[src/rtl/fetch_pair_splitter_pkg.sv]
// Shared frontend definitions: instruction/PC widths, buffer state encoding
// and the {pc, instr} entry type written into the instruction FIFO.
package fetch_pair_splitter_pkg;

  localparam int FE_INST_WIDTH = 32;
  localparam int FE_PC_WIDTH   = 32;

  // Number of {pc, instr} entries currently held by the splitter.
  typedef enum logic [1:0] {
    BUF_EMPTY = 2'd0,
    BUF_ONE   = 2'd1,
    BUF_TWO   = 2'd2
  } buf_state_e;

  // One FIFO entry; pc occupies the upper bits so the packed value is {pc, instr}.
  typedef struct packed {
    logic [FE_PC_WIDTH-1:0]   pc;
    logic [FE_INST_WIDTH-1:0] instr;
  } fe_entry_t;

  // Packs a program counter and an instruction into one FIFO entry.
  function automatic fe_entry_t pack_entry(input logic [FE_PC_WIDTH-1:0]   pc,
                                           input logic [FE_INST_WIDTH-1:0] instr);
    fe_entry_t e;
    e.pc    = pc;
    e.instr = instr;
    return e;
  endfunction

endpackage

[src/rtl/fetch_pair_splitter.sv]
// Splits a two-instruction fetch packet into {pc, instr} entries and writes
// them into a dual-write FIFO, buffering up to two entries while the FIFO
// lacks space. A packet starting on an odd word only carries slot 1.
module fetch_pair_splitter
  import fetch_pair_splitter_pkg::*;
#(
  parameter int FIFO_SIZE       = 32,
  parameter int FIFO_SIZE_WIDTH = 5,
  parameter int INST_WIDTH      = FE_INST_WIDTH,
  parameter int PC_WIDTH        = FE_PC_WIDTH
) (
  input  logic                           clk,
  input  logic                           rst,
  input  logic                           pkt_valid_i,
  output logic                           pkt_ready_o,
  input  logic [2*INST_WIDTH-1:0]        pkt_data_i,
  input  logic [PC_WIDTH-1:0]            pkt_pc_i,
  input  logic                           redirect_i,
  input  logic [FIFO_SIZE_WIDTH:0]       fifo_num_i,
  output logic                           wr_first_en_o,
  output logic                           wr_second_en_o,
  output logic [PC_WIDTH+INST_WIDTH-1:0] wdata_first_o,
  output logic [PC_WIDTH+INST_WIDTH-1:0] wdata_second_o
);

  localparam logic [FIFO_SIZE_WIDTH:0] FIFO_CAP = (FIFO_SIZE_WIDTH+1)'(FIFO_SIZE);

  buf_state_e state_q, state_d;
  fe_entry_t  buf0_q, buf0_d;
  fe_entry_t  buf1_q, buf1_d;

  logic [FIFO_SIZE_WIDTH:0] free_slots;
  logic [1:0]               buf_count;
  logic [1:0]               n_write;
  logic                     active;
  logic                     accept;

  // Work out how many buffered entries the FIFO can take this cycle.
  always_comb begin
    free_slots = '0;
    buf_count  = 2'd0;
    n_write    = 2'd0;
    if (fifo_num_i < FIFO_CAP) begin
      free_slots = FIFO_CAP - fifo_num_i;
    end
    case (state_q)
      BUF_ONE: buf_count = 2'd1;
      BUF_TWO: buf_count = 2'd2;
      default: buf_count = 2'd0;
    endcase
    if (free_slots < (FIFO_SIZE_WIDTH+1)'(buf_count)) begin
      n_write = free_slots[1:0];
    end else begin
      n_write = buf_count;
    end
  end

  assign active         = rst && !redirect_i;
  assign wr_first_en_o  = active && (n_write != 2'd0);
  assign wr_second_en_o = active && (n_write == 2'd2);
  assign pkt_ready_o    = active && (n_write == buf_count);
  assign accept         = pkt_valid_i && pkt_ready_o;
  assign wdata_first_o  = buf0_q;
  assign wdata_second_o = buf1_q;

  // Next buffer contents: flush, load a new packet, shift after a partial drain, or hold.
  always_comb begin
    state_d = state_q;
    buf0_d  = buf0_q;
    buf1_d  = buf1_q;
    if (redirect_i) begin
      state_d = BUF_EMPTY;
    end else if (accept) begin
      if (pkt_pc_i[2] == 1'b0) begin
        buf0_d  = pack_entry(pkt_pc_i, pkt_data_i[INST_WIDTH-1:0]);
        buf1_d  = pack_entry(pkt_pc_i + PC_WIDTH'(4), pkt_data_i[2*INST_WIDTH-1:INST_WIDTH]);
        state_d = BUF_TWO;
      end else begin
        buf0_d  = pack_entry(pkt_pc_i, pkt_data_i[2*INST_WIDTH-1:INST_WIDTH]);
        state_d = BUF_ONE;
      end
    end else if ((state_q == BUF_TWO) && (n_write == 2'd1)) begin
      buf0_d  = buf1_q;
      state_d = BUF_ONE;
    end else if (n_write == buf_count) begin
      state_d = BUF_EMPTY;
    end
  end

  // Register buffer state and contents, clearing everything while reset is held low.
  always_ff @(posedge clk) begin
    if (!rst) begin
      state_q <= BUF_EMPTY;
      buf0_q  <= '0;
      buf1_q  <= '0;
    end else begin
      state_q <= state_d;
      buf0_q  <= buf0_d;
      buf1_q  <= buf1_d;
    end
  end

endmodule

[config.mk]
export PLATFORM = sky130hd
export DESIGN_NAME = fetch_pair_splitter
export DESIGN_NICKNAME = d
export VERILOG_FILES = /design/src/rtl/fetch_pair_splitter_pkg.sv /design/src/rtl/fetch_pair_splitter.sv
export SDC_FILE = /design/constraint.sdc
export NUM_CORES = 1
export LEC_CHECK = 0
export ABC_AREA = 1
export CAP_MARGIN = 20
export CORE_MARGIN = 10
export CORE_UTILIZATION = 49
export DETAILED_ROUTE_END_ITERATION = 12
export PLACE_DENSITY = 0.86
export RECOVER_POWER = 50
export SETUP_SLACK_MARGIN = 0.02
export SYNTH_ARGS = -nofsm -noshare
export SYNTH_HDL_FRONTEND = slang
export SYNTH_SLANG_ARGS = --single-unit
[constraint.sdc]
create_clock -name clk -period 7.9 [get_ports clk]
set_input_delay 1.58 -clock clk [delete_from_list [all_inputs] [get_ports clk]]
set_output_delay 1.58 -clock clk [all_outputs]
set_load 0.005 [all_outputs]
* Word level (Yosys, flattened, before mapping)
Index checks and enable logic that the tools add are counted.
** Storage, ports and cells
- Register bits :: 130
- Logic and storage cells :: 40
- Input bits :: 106
- Output and inout bits :: 131
** Operators by class
- Add/sub/neg operators :: 2
- Eq/ne operators :: 5
- Magnitude comparators :: 2
- Reductions and logical operators :: 13
- Bitwise operators :: 3
- Multiplexer cells :: 10
** Operator list (number)
- 64-bit 2-to-1 mux :: 2
- 35-bit 2-to-1 mux :: 1
- 32-bit by 3-bit adder with 32-bit output (second input constant) :: 1
- 2-bit 2-to-1 mux :: 5
- 1-bit logical AND :: 6
- 6-bit by 2-bit < comparator with 1-bit output :: 1
- 6-bit < comparator (second input constant) :: 1
- 6-bit 2-to-1 mux :: 1
- 6-bit subtractor (first input constant) :: 1
- 2-bit by 1-bit equality test with 1-bit output (second input constant) :: 2
- 2-bit equality test (second input constant) :: 2
- 2-bit one-hot mux with 2 select lines :: 1
- 2-bit nonzero test :: 2
- 1-bit NOT :: 3
- 3-bit AND reduction :: 1
- 3-bit nonzero test :: 1
- 2-bit equality test :: 1
- 2-bit AND reduction :: 1
- 2-bit OR reduction :: 1
- 1-bit logical NOT :: 1

* Logic depth before layout (Yosys ltp)
- Word-level depth :: 9
- Depth in mapped cells :: 17
- Depth with buffers taken out :: 15

* Worst setup path after synthesis
No wires, ideal clock.
- Kind :: input -> output
- Start :: input port fifo_num_i[0]
- End :: output port pkt_ready_o
- Data required time :: 6320 ps
- Path buffers :: 1
- Stages :: 10
- Setup slack :: 3092 ps
- Arrival time :: 3228 ps
- Path through :: inv_1 ha_1 nand2_1 inv_1 ha_1 a21oi_4 nand4_1 nand2_1 nor3_2 buf_2
** On the way
- Word-level cells in the longest chain between the ends :: 6
- Elaborated cells between the ends (all ways) :: 7
- Classes of those cells :: add/sub (1); order compare (2); eq/ne (1); mux (2); reduce/logical (1)
** Ends and longest elaborated chain
- from (decl) :: line fetch_pair_splitter.sv:19 : input logic [FIFO_SIZE_WIDTH:0] fifo_num_i,
- 6-bit subtractor or 6-bit < comparator (tied branches) :: line fetch_pair_splitter.sv:44, fetch_pair_splitter.sv:43
- 6-bit 2-to-1 mux * :: line fetch_pair_splitter.sv:43 : if (fifo_num_i < FIFO_CAP) begin
- 6-bit by 2-bit < comparator with 1-bit output :: line fetch_pair_splitter.sv:51 : if (free_slots < (FIFO_SIZE_WIDTH+1)'(buf_count)) begin
- 2-bit 2-to-1 mux * :: line fetch_pair_splitter.sv:51
- 2-bit equality test * :: line fetch_pair_splitter.sv:61 : assign pkt_ready_o = active && (n_write == buf_count);
- 1-bit logical AND * :: line fetch_pair_splitter.sv:61
- to (decl) :: line fetch_pair_splitter.sv:15 : output logic pkt_ready_o,
Every way passes the cells marked *; elsewhere a longest branch is shown, timed or not.

* Worst setup path in the final report
- Start :: input port fifo_num_i[0]
- End :: register buf1_q (netlist bit wdata_second_o[45])
** On the way
- Word-level cells in the longest chain between the ends :: 8
- Elaborated cells between the ends (all ways) :: 9
- Classes of those cells :: add/sub (1); order compare (2); eq/ne (1); mux (2); reduce/logical (3)
** Ends and longest elaborated chain
- 6-bit subtractor or 6-bit < comparator (tied branches) :: line fetch_pair_splitter.sv:44, fetch_pair_splitter.sv:43
- 6-bit 2-to-1 mux * :: line fetch_pair_splitter.sv:43
- 6-bit by 2-bit < comparator with 1-bit output :: line fetch_pair_splitter.sv:51
- 2-bit 2-to-1 mux * :: line fetch_pair_splitter.sv:51
- 2-bit equality test * :: line fetch_pair_splitter.sv:61
- 1-bit logical AND * :: line fetch_pair_splitter.sv:61
- 1-bit logical AND * :: line fetch_pair_splitter.sv:62 : assign accept = pkt_valid_i && pkt_ready_o;
- 3-bit AND reduction (no line) *
- to (signal assigned) :: line fetch_pair_splitter.sv:99 : buf1_q <= buf1_d;
- to (decl) :: line fetch_pair_splitter.sv:30 : fe_entry_t buf1_q, buf1_d;
Marked as above.
A chain may end at the register's enable or synchronous reset.

==> flow_summary.json <==
{
  "grt_pass1_vias": 6944,
  "cp_max_fo": 35,
  "r2r_start": "state_q[1]",
  "antenna_found_initial": 0,
  "placedCellCount": 1461,
  "die-area_um2": 19000,
  "worstPathRequired_ns": 8.25,
  "drtIter0Drc": 706,
  "boundaryPins": 237,
  "worstHoldPathCells": 2,
  "synth_mux_area_share_pct": 0,
  "clock_sinks": 130,
  "rows": 43,
  "grt_pass1_wl_mm": 35.6,
  "netlist.area_leader.share_pct": 38.2,
  "gr-usage-met2_pct": 39.8,
  "routed_wirelength_mm": 23.5,
  "synth.top_cells.by_count": "nand2_1, nor2_1, dfxtp_1",
  "cts_setup_buffers": 0,
  "syn_nets": 1212,
  "r2r_end": "wdata_second_o[45]",
  "post-synth-top-area-cell": "dfxtp_1",
  "use_met3_pct": 9.13,
  "max_slew_margin_pct": -76.4,
  "cts_max_path_buffers": 2,
  "die_y_um": 138,
  "yosysSeqAreaShare_pct": 38.2,
  "min_path_type": "flop to flop",
  "p_per_area_nw_per_um2": 172,
  "syn_to_final_growth_pct": 42.7,
  "via_per_inst": 5.13,
  "overflow": 0,
  "finalSetupTns_ns": 0,
  "fillers": 1212,
  "skew_ns": 0.00756,
  "finalSetupViolCount": 0,
  "synth_async_sr_flop_share_pct": 0,
  "yosys_warnings": 0,
  "netlist_instances": 1103,
  "slew_violations": 35,
  "gr-max-usage-layer": "met2",
  "drive_gt1_share_pct": 3.89,
  "reg2reg_slack_ns": 3.01,
  "synth_cell_types": 32,
  "hold-path-endpoint": "wdata_first_o[0]",
  "n_antenna_cell": 0,
  "outcome": "complete, but fails checks",
  "use_met1_pct": 26.7,
  "violations": "max-capacitance violations, max-slew violations",
  "synth_xor_area_share_pct": 1.80,
  "synth-adder-area-share_pct": 0.551,
  "core_area_um2": 13800,
  "firstDrtPassIters": 5,
  "hpwlAfterDp_mm": 16.1,
  "ys.flop_type": "dfxtp_1",
  "cts_tree": "built",
  "worst_setup_path_end_kind": "flop",
  "yosysMostFrequentCell": "nand2_1",
  "cts_buffers": 17,
  "min_from": "wdata_first_o[0]",
  "die_x_um": 138,
  "synth_compound_area_share_pct": 9.83,
  "ys_ff_latch": 130,
  "synth_edf_count": 0,
  "arrival_ns": 6.71,
  "clk_latency_ns": 0.42,
  "maxCapViolations": 1,
  "worst_slew_pin_slew_ns": 2.64,
  "ctsHoldBuffers": 0,
  "cts_resized": 0,
  "cp-start-kind": "input port",
  "power_mw": 1.67,
  "grt_max_degree": 98,
  "port_buffers": 236,
  "fin_cells": 1492,
  "nets": 1409,
  "synthesis.area_um2": 6810,
  "rsz0062_at_grt": "false",
  "p_leak_nw": 4.61,
  "clock-root-buffer": "clkbuf_16",
  "hold_viol": 0,
  "clkSlewWorstSetupHoldPaths_ns": 0.05,
  "reg2reg_depth": 13,
  "period_needed_ns": 6.36,
  "detail_route.wl_per_cell_um": 15.7,
  "vias": 7649,
  "htree_levels": 4,
  "gp_congestion": 0.852,
  "peakVddDrop_v": 0.000138,
  "grt_use_total_pct": 23.7,
  "drc": 0,
  "min_period_over_period_pct": 80.5,
  "synth_top_family_by_area": "simple AND/OR/NAND/NOR gates",
  "synth_area_per_cell_um2": 6.18,
  "max_freq_ghz": 0.157,
  "synth-simple-area-share_pct": 39.4,
  "ant_nets": 0,
  "synth.area.top_cells": "dfxtp_1, nand2_1, nor2_1",
  "path_class": "input port to flop",
  "start_util_pct": 49.5
}
-- worst max-delay path by stage --
| stage | startpoint | end | slack [ns] | cells after the start |
|---|---|---|---|---|
| final | fifo_num_i[0] | wdata_second_o[45] | 1.54 | 15 |
| after global routing | fifo_num_i[0] | wdata_second_o[50] | 1.16 | 15 |
| after CTS | fifo_num_i[0] | pkt_ready_o | 2.13 | 12 |
| after detailed placement | fifo_num_i[0] | pkt_ready_o | 2.14 | 12 |
| after global placement | fifo_num_i[0] | pkt_ready_o | 2.17 | 12 |
| after floorplan | fifo_num_i[0] | pkt_ready_o | 3.09 | 10 |
-- layout make-up --
class	instances	area, µm²	share of cell area (%)
Inverter	98	368	3.78
Multi-Input combinational cell	809	3510	36.2
Clock buffer	26	509	5.24
Clock inverter	5	50.0	0.515
Sequential cell	130	2600	26.8
Timing Repair Buffer	244	2450	25.2
Tap cell	180	225	2.32
-- layer usage --
metal	up-vias	routed length (µm)
li1	3824	-
met1	3446	9130
met2	341	11200
met3	38	2690
met4	0	512
met5	-	0
-- sequential cells by signal (all words and copies together) (netlist names) --
name / count
wdata_first_o: 64
state_q: 2
wdata_second_o: 64
-- worst max-delay path: stages --
cell	delay (ns)
clkdlybuf4s50_1	0.50
inv_1	0.05
ha_1	0.28
nand2_1	0.09
inv_1	0.08
ha_1	0.27
a21oi_1	0.14
nand4_1	0.13
nand2_1	0.12
nor2_4	0.20
nand3_4	0.29
nor2_1	2.07
buf_4	0.59
o21ai_0	0.15
a21oi_1	0.17
-- kinds of logic (layout without fill, tap and decap cells) --
logic type,after synthesis,count (layout)
DFF,130,130
AOI/OAI and AO/OA,129,129
xor gates and xnor gates,14,14
buffers and inverters,164,373
and+or+nand+nor,663,663
adders and majority gates,3,3
-- placed cells by master, fill, tap and decap left out, types with 2 or more instances in the layout --
master           Yosys  layout
nor2_4               2       2
inv_1               96      95
nor2_1             157     158
nand2_2              3       2
buf_4                6       6
o21ai_1              2       2
clkbuf_8             0       5
dlygate4sd3_1        0     128
buf_2               20       2
nand3b_1             3       3
nand3_1             57      57
xor2_1              13      13
clkdlybuf4s50_1      0     106
inv_2                1       2
o21ai_0             31      31
o21ai_2              2       2
clkbuf_1            34       4
dfxtp_1            130     130
nor3_1              21      21
clkbuf_16            0      17
buf_16               0       2
nand4_1             14      14
nand2_1            398     398
clkinv_2             0       4
a21oi_1             91      92
nor4_1               2       2
ha_1                 3       3
-- per-stage QoR --
step / util, % / hold slack (ns) / cell area, µm² / setup WS [ns]
6_report: 70.6 / 0.470 / 9720 / 1.54
4_1_cts: 70.7 / 0.479 / 9740 / 2.13
5_1_grt: 70.6 / 0.491 / 9720 / 1.16
3_5_place_dp: 66.7 / 0.470 / 9180 / 2.14
3_3_place_gp: 66.3 / 0.457 / 9130 / 2.17
2_1_floorplan: - / 0.461 / 6810 / 3.09
-- power by group --
part	leakage, nW	internal (mW)	switching, mW	total, mW
sequential	1.05	0.677	0.0120	0.689
combinational	3.28	0.111	0.124	0.235
clock	0.280	0.470	0.276	0.746
total	4.61	1.26	0.412	1.67
Power figures use the tool's default switching activity.
